## src/rtl/px_adc_reader_if.sv

```systemverilog
// px_adc_reader_if - bus between a pixel ADC front end and its surroundings.
//   Request side : start (in), busy, overrun, sample, sample_valid (out)
//   ADC pins     : adc_cs, adc_sclk (out), adc_din (in)
// slave  : the front end (px_adc_reader)
// master : the sequencer / capture stage / ADC side that talks to it
interface px_adc_reader_if #(
  parameter int DATA_BITS = 12
);
  logic                 start;
  logic                 busy;
  logic                 overrun;
  logic                 adc_cs;
  logic                 adc_sclk;
  logic                 adc_din;
  logic [DATA_BITS-1:0] sample;
  logic                 sample_valid;

  modport slave (
    input  start, adc_din,
    output busy, overrun, adc_cs, adc_sclk, sample, sample_valid
  );

  modport master (
    output start, adc_din,
    input  busy, overrun, adc_cs, adc_sclk, sample, sample_valid
  );
endinterface

```

## src/rtl/px_adc_reader.sv

```systemverilog
// px_adc_reader - serial pixel ADC front end for one camera channel.
// On a start pulse (accepted only when idle) it runs one conversion frame on
// the external ADC (cs low, FRAME_BITS sclk cycles, CPOL=1) and returns the
// DATA_BITS sample that follows LEAD_BITS discarded leading bits, with a
// one-cycle sample_valid strobe. Every output comes straight from a flop.
// Ports:
//   clk      system clock
//   reset_n  asynchronous active-low reset
//   bus      px_adc_reader_if.slave (start/busy/overrun/sample/valid + ADC pins)
// Legal configurations need LEAD_BITS+DATA_BITS <= FRAME_BITS and DATA_BITS >= 2.
module px_adc_reader #(
  parameter int FRAME_BITS = 16,
  parameter int LEAD_BITS  = 4,
  parameter int DATA_BITS  = 12,
  parameter int SCLK_HALF  = 2,
  parameter int CS_QUIET   = 2
) (
  input  logic              clk,
  input  logic              reset_n,
  px_adc_reader_if.slave    bus
);

  // One counter times SETUP, each sclk half and QUIET, so size it for the longest.
  localparam int CNT_MAX = (SCLK_HALF > CS_QUIET) ? SCLK_HALF : CS_QUIET;
  localparam int CW      = $clog2(CNT_MAX + 1);
  localparam int BW      = $clog2(FRAME_BITS + 1);

  localparam logic [CW-1:0] HALF_LAST  = CW'(SCLK_HALF - 1);
  localparam logic [CW-1:0] QUIET_LAST = CW'(CS_QUIET - 1);
  localparam logic [BW-1:0] BIT_LAST   = BW'(FRAME_BITS - 1);
  localparam logic [BW-1:0] DATA_LO    = BW'(LEAD_BITS);
  localparam logic [BW-1:0] DATA_HI    = BW'(LEAD_BITS + DATA_BITS);

  typedef enum logic [1:0] {IDLE, SETUP, SHIFT, QUIET} state_e;

  state_e               state_q, state_d;
  logic [CW-1:0]        cnt_q, cnt_d;
  logic [BW-1:0]        bit_q, bit_d;
  logic                 cs_q, cs_d;
  logic                 sclk_q, sclk_d;
  logic                 busy_q, busy_d;
  logic                 ovr_q, ovr_d;
  logic [DATA_BITS-1:0] shreg_q, shreg_d;
  logic [DATA_BITS-1:0] sample_q, sample_d;
  logic                 valid_q, valid_d;

  always_comb begin
    state_d  = state_q;
    cnt_d    = cnt_q;
    bit_d    = bit_q;
    cs_d     = cs_q;
    sclk_d   = sclk_q;
    busy_d   = busy_q;
    shreg_d  = shreg_q;
    sample_d = sample_q;
    valid_d  = 1'b0;
    // Any start outside IDLE is dropped and flagged, including the cycle
    // that returns to IDLE from QUIET.
    ovr_d    = bus.start && (state_q != IDLE);

    unique case (state_q)
      IDLE: begin
        if (bus.start) begin
          state_d = SETUP;
          cs_d    = 1'b0;
          busy_d  = 1'b1;
          cnt_d   = '0;
          shreg_d = '0;
        end
      end

      SETUP: begin
        if (cnt_q == HALF_LAST) begin
          state_d = SHIFT;
          sclk_d  = 1'b0;
          cnt_d   = '0;
          bit_d   = '0;
        end else begin
          cnt_d = cnt_q + 1'b1;
        end
      end

      SHIFT: begin
        if (cnt_q != HALF_LAST) begin
          cnt_d = cnt_q + 1'b1;
        end else begin
          cnt_d = '0;
          if (!sclk_q) begin
            // Rising sclk: the ADC launched this bit on the previous falling
            // edge, so din has been stable for a full half period.
            sclk_d = 1'b1;
            if (bit_q >= DATA_LO && bit_q < DATA_HI)
              shreg_d = {shreg_q[DATA_BITS-2:0], bus.adc_din};
          end else if (bit_q == BIT_LAST) begin
            state_d  = QUIET;
            cs_d     = 1'b1;
            sample_d = shreg_q;
            valid_d  = 1'b1;
          end else begin
            sclk_d = 1'b0;
            bit_d  = bit_q + 1'b1;
          end
        end
      end

      QUIET: begin
        if (cnt_q == QUIET_LAST) begin
          state_d = IDLE;
          busy_d  = 1'b0;
          cnt_d   = '0;
        end else begin
          cnt_d = cnt_q + 1'b1;
        end
      end

      default: state_d = IDLE;
    endcase
  end

  always_ff @(posedge clk or negedge reset_n) begin
    if (!reset_n) begin
      state_q  <= IDLE;
      cnt_q    <= '0;
      bit_q    <= '0;
      cs_q     <= 1'b1;
      sclk_q   <= 1'b1;
      busy_q   <= 1'b0;
      ovr_q    <= 1'b0;
      shreg_q  <= '0;
      sample_q <= '0;
      valid_q  <= 1'b0;
    end else begin
      state_q  <= state_d;
      cnt_q    <= cnt_d;
      bit_q    <= bit_d;
      cs_q     <= cs_d;
      sclk_q   <= sclk_d;
      busy_q   <= busy_d;
      ovr_q    <= ovr_d;
      shreg_q  <= shreg_d;
      sample_q <= sample_d;
      valid_q  <= valid_d;
    end
  end

  assign bus.adc_cs       = cs_q;
  assign bus.adc_sclk     = sclk_q;
  assign bus.busy         = busy_q;
  assign bus.overrun      = ovr_q;
  assign bus.sample       = sample_q;
  assign bus.sample_valid = valid_q;

endmodule

```

## src/flat_wrapper.sv

```systemverilog
// flat-port wrapper written by rule: the top's interface ports become plain ports
module px_adc_reader_flat 
#(
  parameter int FRAME_BITS = 16,
  parameter int LEAD_BITS  = 4,
  parameter int DATA_BITS  = 12,
  parameter int SCLK_HALF  = 2,
  parameter int CS_QUIET   = 2
)
  (clk, reset_n, bus_start, bus_adc_din, bus_busy, bus_overrun, bus_adc_cs, bus_adc_sclk, bus_sample, bus_sample_valid);
  px_adc_reader_if #(.DATA_BITS(DATA_BITS)) bus_i ();
  input  logic clk;
  input  logic reset_n;
  input wire logic [$bits(bus_i.start)-1:0] bus_start;
  input wire logic [$bits(bus_i.adc_din)-1:0] bus_adc_din;
  output wire logic [$bits(bus_i.busy)-1:0] bus_busy;
  output wire logic [$bits(bus_i.overrun)-1:0] bus_overrun;
  output wire logic [$bits(bus_i.adc_cs)-1:0] bus_adc_cs;
  output wire logic [$bits(bus_i.adc_sclk)-1:0] bus_adc_sclk;
  output wire logic [$bits(bus_i.sample)-1:0] bus_sample;
  output wire logic [$bits(bus_i.sample_valid)-1:0] bus_sample_valid;
  assign bus_i.start = bus_start;
  assign bus_i.adc_din = bus_adc_din;
  assign bus_busy = bus_i.busy;
  assign bus_overrun = bus_i.overrun;
  assign bus_adc_cs = bus_i.adc_cs;
  assign bus_adc_sclk = bus_i.adc_sclk;
  assign bus_sample = bus_i.sample;
  assign bus_sample_valid = bus_i.sample_valid;
  px_adc_reader #(.FRAME_BITS(FRAME_BITS), .LEAD_BITS(LEAD_BITS), .DATA_BITS(DATA_BITS), .SCLK_HALF(SCLK_HALF), .CS_QUIET(CS_QUIET)) u_core (.clk(clk), .reset_n(reset_n), .bus(bus_i));
endmodule
```

## config.mk

```make
export PLATFORM = sky130hd
export DESIGN_NAME = px_adc_reader_flat
export DESIGN_NICKNAME = d
export VERILOG_FILES = /design/src/rtl/px_adc_reader_if.sv /design/src/rtl/px_adc_reader.sv /design/src/flat_wrapper.sv
export SDC_FILE = /design/constraint.sdc
export NUM_CORES = 1
export LEC_CHECK = 0
export ABC_CLOCK_PERIOD_IN_PS = 2330
export BUFFER_PORTS_ARGS = -buffer_cell sky130_fd_sc_hd__buf_2
export CAP_MARGIN = 0
export CORE_ASPECT_RATIO = 0.7
export CORE_MARGIN = 3
export CORE_UTILIZATION = 60
export CTS_BUF_LIST = sky130_fd_sc_hd__clkbuf_8
export CTS_CLUSTER_DIAMETER = 30
export DETAILED_ROUTE_END_ITERATION = 6
export GPL_TIMING_DRIVEN = 0
export PLACE_DENSITY_LB_ADDON = 0.3
export SLEW_MARGIN = 40
export SYNTH_ARGS = -nofsm -noshare
export SYNTH_HDL_FRONTEND = slang
export SYNTH_SLANG_ARGS = --single-unit
```

## constraint.sdc

```tcl
create_clock -name clk -period 2.33 [get_ports clk]
set_clock_uncertainty 0.15 [all_clocks]
set_input_delay 0.466 -clock clk [delete_from_list [all_inputs] [get_ports clk]]
set_output_delay 0.466 -clock clk [all_outputs]
set_load 0.005 [all_outputs]
```

# After elaboration in Yosys (flattened, before gate mapping)
# Index checks and enable logic that the tools add are counted.
[totals]
regBits = 38
latch_bits = 0
mem_bits_rw = 0
rom_bits = 0
inputBits = 4
output_inout_bits = 17
wordCells = 81
n_memories = 0
[classes]
n_addsub = 2
multipliers = 0
div_mod_pow = 0
n_lt_le_gt_ge = 2
eq_ne = 15
n_shift = 0
n_mux = 36
n_bitwise = 1
n_reduce_logical = 15
[ops]
columns = ["op", "count"]
rows = [
  ["$mux W12", 4],
  ["$pmux W12 S2", 1],
  ["$mux W5", 4],
  ["$mux W2", 9],
  ["$reduce_and A5 Y1", 3],
  ["$mux W1", 12],
  ["$ne A2 B1 Y1 const B", 6],
  ["$pmux W5 S2", 1],
  ["$ne A2 B2 Y1 const B", 4],
  ["$pmux W2 S4", 1],
  ["$reduce_bool A2 Y1", 4],
  ["$pmux W1 S2", 3],
  ["$pmux W2 S3", 1],
  ["$reduce_and A3 Y1", 2],
  ["$reduce_and A6 Y1", 1],
  ["$add A5 B1 Y5 const B", 1],
  ["$eq A5 B4 Y1 const B", 1],
  ["$ge A5 B3 Y1 const B", 1],
  ["$lt A5 B5 Y1 const B", 1],
  ["$eq A2 B1 Y1 const B", 2],
  ["$eq A2 B2 Y1 const B", 2],
  ["$reduce_and A4 Y1", 1],
  ["$add A2 B1 Y2 const B", 1],
  ["$logic_and A1 B1 Y1", 2],
  ["other kinds (3)", 3],
]

# Longest topological paths before layout
# Gate-level depths: netlist of run 1.
[logic_depth]
word_depth = 6
ltp_mapped = 9
depth_no_buf = 7

# Worst setup path after synthesis of run 1
# OpenSTA, ideal clock, no wires.
[synth_path]
kind = "reg2reg"
startpoint = "reg u_core.bit_q[0]"
endpoint = "reg u_core.bit_q[3]"
setup_time_ns = 0.122
arrival_time_ns = 1.716
t_required_ns = 2.058
setup_slack_ns = 0.342
stages_incl_launch_ff = 8
path_buffers = 0
synth_period_minus_slack_ns = 1.988
path_cell_list = "dfrtp_1 ha_1 and3_1 ha_1 nor2b_1 nand4_1 a21o_1 a32o_1"
[synth_between]
elab_chain_cells = 5
word_cells_on_any_way = 8
cone_classes = "1 x add/sub; 2 x eq/ne; 4 x mux; 1 x reduce/logical"
[synth_rtl]
columns = ["element", "line_no", "text"]
rows = [
  ["from (decl)", "px_adc_reader.sv:38", "logic [BW-1:0] bit_q, bit_d;"],
  ["from (signal assigned)", "px_adc_reader.sv:135", "bit_q <= bit_d;"],
  ["$add A5 B1 Y5", "px_adc_reader.sv:101", "bit_d = bit_q + 1'b1;"],
  ["$mux W5", "px_adc_reader.sv:94", "end else if (bit_q == BIT_LAST) begin"],
  ["$mux W5", "px_adc_reader.sv:88", "if (!sclk_q) begin"],
  ["$mux W5", "px_adc_reader.sv:84", "if (cnt_q != HALF_LAST) begin"],
  ["$pmux W5 S2", "px_adc_reader.sv:61", "unique case (state_q)"],
]
# Parallel ways exist; a longest one is shown, timed or not. The select of a mux whose other input is x is not followed.
# A chain may end at the register's enable or synchronous reset.

# Final worst setup path of run 1
# Same ends and word-level chain as after synthesis.

==> results of run 1 <==
cell families (layout without fill, tap and decap cells):
| family | count (synthesis) | count (layout) | share of synthesized area, % |
|---|---|---|---|
| simple gates | 54 | 54 | 14.17 |
| mux | 13 | 13 | 7.187 |
| flops | 38 | 38 | 52.16 |
| fa+ha+maj | 7 | 7 | 4.791 |
| compound gates | 33 | 33 | 13.89 |
| buf+inv | 27 | 55 | 7.803 |
cells in the mapped netlist (2+ instances only):
library cell,instances
o21ai_2,13
dfstp_2,2
o21a_1,3
a21o_1,2
inv_1,19
and2b_1,2
nand2_1,31
nor3_1,3
a21oi_1,5
nand3_1,3
nor2_1,6
buf_6,5
dfrtp_1,36
ha_1,7
mux2i_1,12
o21ai_0,4
o311ai_0,2
report_power, final:
part / internal, W / switching [W] / leakage (nW)
combinational: 0.00000904 / 0.0000223 / 0.693
sequential: 0.000667 / 0.00000412 / 0.458
clock: 0.000234 / 0.000220 / 0.0524
sequential cells by signal, summed over array words and instances (netlist names):
name	count
u_core.bus.overrun	1
u_core.bit_q	5
u_core.bus.sample	12
u_core.state_q	2
u_core.bus.adc_sclk	1
u_core.bus.busy	1
u_core.bus.adc_cs	1
u_core.bus.sample_valid	1
u_core.shreg_q	12
u_core.cnt_q	2
final cells by class:
| cell class | count | area share (%) |
|---|---|---|
| Inverter | 20 | 3.748 |
| Timing Repair Buffer | 20 | 4.958 |
| Multi-Input combinational cell | 107 | 35.49 |
| Buffer | 7 | 3.144 |
| Sequential cell | 38 | 46.07 |
| Tap cell | 36 | 2.177 |
| Clock inverter | 2 | 0.4232 |
| Clock buffer | 6 | 3.990 |
what timing repair did:
action | in CTS | in global routing
setup endpoints to repair | 0 | 1
endpoints found under the hold margin | 0 | 0
resized for setup | 0 | 1
path summary, 6_finish.rpt:
path | start | end | slack [ns] | cells past startpoint
setup reg to reg | u_core.bit_q[0]$_DFFE_PN0P_ | u_core.bit_q[3]$_DFFE_PN0P_ | 0.22 | 7
min in group clk | bus_start | u_core.bus.overrun$_DFF_PN0_ | 0.28 | 2
hold / removal | reset_n | u_core.bus.sample_valid$_DFF_PN0_ | -0.03 | 1
max in group asynchronous | reset_n | u_core.bus.adc_cs$_DFFE_PN1P_ | 1.69 | 1
hold reg to reg | u_core.bus.sample[11]$_DFFE_PN0P_ | u_core.bus.sample[11]$_DFFE_PN0P_ | 0.33 | 2
setup / recovery | u_core.bit_q[0]$_DFFE_PN0P_ | u_core.bit_q[3]$_DFFE_PN0P_ | 0.22 | 7
layer usage:
layer | part of all wire [%] | wire length (um)
met3 | 3.8 | 128
met2 | 45 | 1516
met5 | 0 | 0
met1 | 50 | 1681
met4 | 1.7 | 57
stage by stage:
step / util [%] / instances / setup slack [ns]
after global placement: 69.41 / 228 / 0.2066
after floorplan: - / 172 / 0.3420
final: 72.80 / 236 / 0.2153
after global routing: 72.80 / 236 / 0.06770
after CTS: 72.62 / 236 / 0.08682
after detailed placement: 69.41 / 228 / 0.1074
==> metrics.csv, run 1 <==
stage,metric,value,unit
clock_tree,cts_root_buf,clkbuf_8,
sta,tightest_slew,0.4797,ns
cells_and_area,final_nets,210,
global_route,grt_pass1_vias,1264,
synthesis,ys_warn_count,0,
sta,hold_slack,-0.02903,ns
setup_path,slowest_stage,dfrtp_1,
clock_tree,cts_max_path_buffers,2,
setup_path,cp-end-kind,flip-flop,
synthesis,syn_inst,172,
setup_path,arrival,2.15,ns
pwr,p_per_area,559.2,nW/um2
sta,slew_violations,0,
sta,max_freq,472.9,MHz
pwr,total_leakage_power,1.203,nW
routing,drc,0,
routing,drt-total-wl,3.384,mm
cells_and_area,area_growth_syn_to_layout,13.21,%
global_route,top_usage_layer,met2,
routing,initialDrtViolationCount,85,
routing,wire_per_inst,14.34,um
routing,firstDrtPassIters,4,
worst_hold_path,hold_path.class,in2async,
synthesis,async_flop_share,100.0,%
clock_tree,clock-sinks,38,
pwr,vdd_drop_max,0.0003982,V
status,status,"finished, violations left",
sta,finalSetupTns,0,ns
synthesis,synth-edff-count,0,
synthesis,syn_nets,183,
cells_and_area,mostFrequentLayoutCells,"dfrtp_1 (36), nand2_1 (31), inv_1 (20), buf_2 (20), o21ai_2 (13)",
global_route,antenna_found_initial,0,
routing,antenna_left,0,
cells_and_area,insertedDiodeCount,0,
cells_and_area,drive_gt1_share,28.00,%
pwr,p_total,0.001157,W
clock_tree,cts_setup_buffers,0,
global_route,grt_overflow,0,
setup_path,slowest_delay,0.42,ns
clock_tree,clk_pin_slew,0.07,ns
cells_and_area,seqCellArea,953.4,um2
setup_path,required,2.37,ns
cells_and_area,nFillCells,215,
synthesis,ys_top_cells_by_area,"dfrtp_1 (49%), mux2i_1 (6.6%), nand2_1 (6.4%)",
sta,grt_setup_unrepaired,no,
routing,dr_total_vias,1255,
cells_and_area,multi_input_area,734.5,um2
placement,io_buffers,20,
setup_path,cpMostUsedCell,ha_1,
global_route,use_met3,5.364,%
floorplanning,die_x,71.97,um
floorplanning,fp-row-count,16,
floorplanning,die_area,3755,um2
job,max_cap_violations,0,
synthesis,synthDistinctLibCells,34,
floorplanning,core,2843,um2
sta,setup_viol,0,
synthesis,synth_area,1828,um2
placement,routabilityCongestion,0.7837,
floorplanning,io-pin-count,21,
setup_path,critPathTopFamily,simple AND/OR/NAND/NOR gates,
setup_path,path_cells,ha_1 -> and3_1 -> ha_1 -> nor2b_2 -> nand4_1 -> a21o_1 -> a32o_1,
clock_tree,htree_levels,2,
cells_and_area,final_area,2069,um2
global_route,grtUsageTotal,21.50,%
setup_path,critPathLaunchType,flip-flop,
status,violations,negative hold slack,
synthesis,synth_seq_cells,38,
setup_path,cp.buffers_inverters,0,
global_route,grt_max_degree,39,
placement,dp.final_hpwl,2.402,mm
placement,placed_area,1973,um2
global_route,grt.met1_usage,29.36,%
synthesis,synth_ff_type,dfrtp_1,
clock_tree,cts_hold_buf,0,
global_route,grt_pass1_wl,5.961,mm
routing,viasPerCell,5.318,
clock_tree,clock_latency,0.29,ns
floorplanning,fp.dieH,52.18,um
sta,slew_headroom,67.68,%
sta,fin_crit_sh,90.76,%
synthesis,synth_top_area_share,49.28,%
clock_tree,cts_tree,done,
setup_path,crit_type,reg2reg,
floorplanning,start_util,64.30,%
clock_tree,cts_made_buffers,5,
sta,period_minus_slack,2.115,ns
global_route,gr-usage-met2,33.23,%
sta,final_hold_viol_count,36,
synthesis,yosysSeqAreaShare,52.16,%
setup_path,cp_max_fo,6,
synthesis,post-synth-top-area-cell,dfrtp_1,
cells_and_area,final_common_cell,dfrtp_1,
synthesis,syn_area_per_cell,10.63,um2
No activity file was read; power rests on OpenSTA's default activity.
==> run 2: changes to the inputs <==
--- a/config.mk
+++ b/config.mk
@@ -15,7 +15,7 @@
 export CTS_CLUSTER_DIAMETER = 30
 export DETAILED_ROUTE_END_ITERATION = 6
 export GPL_TIMING_DRIVEN = 0
-export PLACE_DENSITY_LB_ADDON = 0.3
+export PLACE_DENSITY_LB_ADDON = 0.25
 export SLEW_MARGIN = 40
 export SYNTH_ARGS = -nofsm -noshare
 export SYNTH_HDL_FRONTEND = slang
==> metrics.csv, run 2 (synthesized netlist as in run 1, its figures left out) <==
stage,metric,value,unit,change
status,status,"finished, violations left",,
status,violations,negative hold slack,,
setup_path,regToRegStartpoint,u_core.bit_q[0]$_DFFE_PN0P_,,
routing,initialDrtViolationCount,109,,+28%
setup_path,critPathLaunchType,flip-flop,,
setup_path,arrival,2.16,ns,about the same
setup_path,crit_type,reg2reg,,
clock_tree,clk_pin_slew,0.07,ns,about the same
sta,hold_slack,-0.02506,ns,+0.003972 ns
floorplanning,die_area,3755,um2,unchanged
sta,slew_headroom,65.29,%,-2.4 points
global_route,grt_max_degree,39,,unchanged
clock_tree,cts_tree,done,,
sta,grt_setup_unrepaired,no,,
pwr,total_leakage_power,1.203,nW,unchanged
sta,fin_crit_sh,91.33,%,+0.57 points
setup_path,rr_worst_depth,7,,unchanged
setup_path,cp_max_fo,6,,unchanged
cells_and_area,insertedDiodeCount,0,,unchanged
routing,antenna_left,0,,unchanged
cells_and_area,final_cells,236,,unchanged
setup_path,required,2.37,ns,about the same
clock_tree,cts_hold_buf,0,,unchanged
pwr,p_per_area,564.7,nW/um2,+0.99%
sta,period_minus_slack,2.128,ns,+0.01322 ns
cells_and_area,area_growth_syn_to_layout,13.21,%,unchanged
placement,dp.final_hpwl,2.434,mm,+1.3%
setup_path,regToRegEndpoint,u_core.bit_q[3]$_DFFE_PN0P_,,
floorplanning,die_x,71.97,um,unchanged
global_route,grt_pass1_wl,5.913,mm,-0.81%
placement,dp.cells,228,,unchanged
setup_path,cp-end-kind,flip-flop,,
floorplanning,start_util,64.30,%,unchanged
setup_path,r2r_setup_slack,0.20,ns,about the same
cells_and_area,multi_input_area,734.5,um2,unchanged
global_route,grt_overflow,0,,unchanged
global_route,antenna_found_initial,0,,unchanged
sta,tightest_slew,0.5153,ns,+0.03560 ns
floorplanning,io-pin-count,21,,unchanged
routing,wire_per_inst,14.91,um,+4.0%
global_route,grtUsageTotal,21.30,%,-0.20 points
sta,final_hold_viol_count,36,,unchanged
floorplanning,fp.dieH,52.18,um,unchanged
routing,dr_total_vias,1310,,+4.4%
routing,drc,0,,unchanged
sta,finalSetupTns,0,ns,unchanged
pwr,vdd_drop_max,0.0004686,V,+18%
cells_and_area,post-route-util,72.80,%,unchanged
cells_and_area,nFillCells,218,,+1.4%
clock_tree,htree_levels,2,,unchanged
cells_and_area,seqCellArea,953.4,um2,unchanged
clock_tree,cts_max_path_buffers,2,,unchanged
floorplanning,fp-row-count,16,,unchanged
cells_and_area,drive_gt1_share,28.00,%,unchanged
routing,drt-total-wl,3.519,mm,+4.0%
clock_tree,cts_root_buf,clkbuf_8,,
routing,viasPerCell,5.551,,+4.4%
sta,setup_viol,0,,unchanged
placement,routabilityCongestion,0.7860,,+0.29%
clock_tree,cts_made_buffers,5,,unchanged
cells_and_area,final_common_cell,dfrtp_1,,
sta,slew_violations,0,,unchanged
placement,io_buffers,20,,unchanged
worst_hold_path,hold_path.class,in2async,,
global_route,grt_pass1_vias,1264,,unchanged
routing,firstDrtPassIters,4,,unchanged
floorplanning,core,2843,um2,unchanged
cells_and_area,mostFrequentLayoutCells,"dfrtp_1 (36), nand2_1 (31), inv_1 (20), buf_2 (20), o21ai_2 (13)",,
cells_and_area,final_nets,210,,unchanged
sta,max_freq,469.9,MHz,-0.62%
job,max_cap_violations,0,,unchanged
clock_tree,clock-sinks,38,,unchanged
clock_tree,clock_latency,0.29,ns,about the same
## run 2: worst max-delay path by stage
stage,endpoint,cells after the start,startpoint,slack (ns)
2_1_floorplan,u_core.bit_q[3]$_DFFE_PN0P_,7,u_core.bit_q[0]$_DFFE_PN0P_,0.34
4_1_cts,u_core.bit_q[3]$_DFFE_PN0P_,7,u_core.bit_q[0]$_DFFE_PN0P_,0.09
3_5_place_dp,u_core.bit_q[3]$_DFFE_PN0P_,7,u_core.bit_q[0]$_DFFE_PN0P_,0.11
6_report,u_core.bit_q[3]$_DFFE_PN0P_,7,u_core.bit_q[0]$_DFFE_PN0P_,0.20
3_3_place_gp,u_core.bit_q[3]$_DFFE_PN0P_,7,u_core.bit_q[0]$_DFFE_PN0P_,0.21
5_1_grt,u_core.bus.sample[4]$_DFFE_PN0P_,9,u_core.bit_q[0]$_DFFE_PN0P_,0.12
## run 2: critical path, stage by stage, from the launching register on
cell,delay (ns)
dfrtp_1,0.43
ha_1,0.22
and3_1,0.18
ha_1,0.23
nor2b_2,0.25
nand4_1,0.16
a21o_1,0.21
a32o_1,0.19
## run 2: routing by layer
| metal | track usage [%] | vias up | part of all wire [%] |
|---|---|---|---|
| li1 | - | 627 | - |
| met1 | 28.88 | 629 | 47 |
| met2 | 33.08 | 48 | 46 |
| met3 | 5.939 | 6 | 5.8 |
| met4 | 7.500 | 0 | 0.88 |
| met5 | 0 | - | 0 |
## run 2: timing repair
action,4_1_cts,5_1_grt
endpoints found under the setup margin,0,1
buffers inserted,0,0
endpoints found under the hold margin,0,0
gates resized for setup,0,1
## run 2: per-stage QoR
stage / power [W] / setup WS (ns) / instance area (um2)
2_1_floorplan: 0.0006962 / 0.3420 / 1828
3_3_place_gp: 0.0007144 / 0.2141 / 1973
3_5_place_dp: 0.0007166 / 0.1061 / 1973
4_1_cts: 0.001172 / 0.08852 / 2064
5_1_grt: 0.001209 / 0.1158 / 2069
6_report: 0.001169 / 0.2021 / 2069
## run 2: area by class of cell
cell class / count / area share [%]
flip-flops and latches: 38 / 46.07
multi-input cells: 107 / 35.49
repair buffers: 20 / 4.958
clock buffers: 6 / 3.990
inverters: 20 / 3.748
plain buffers: 7 / 3.144
well taps: 36 / 2.177
clock inverters: 2 / 0.4232
## run 2: power breakdown
part	total (W)	switching [W]	internal, W
sequential	0.000672	0.00000449	0.000667
clock	0.000465	0.000231	0.000234
combinational	0.0000319	0.0000228	0.00000904
total	0.00117	0.000258	0.000911
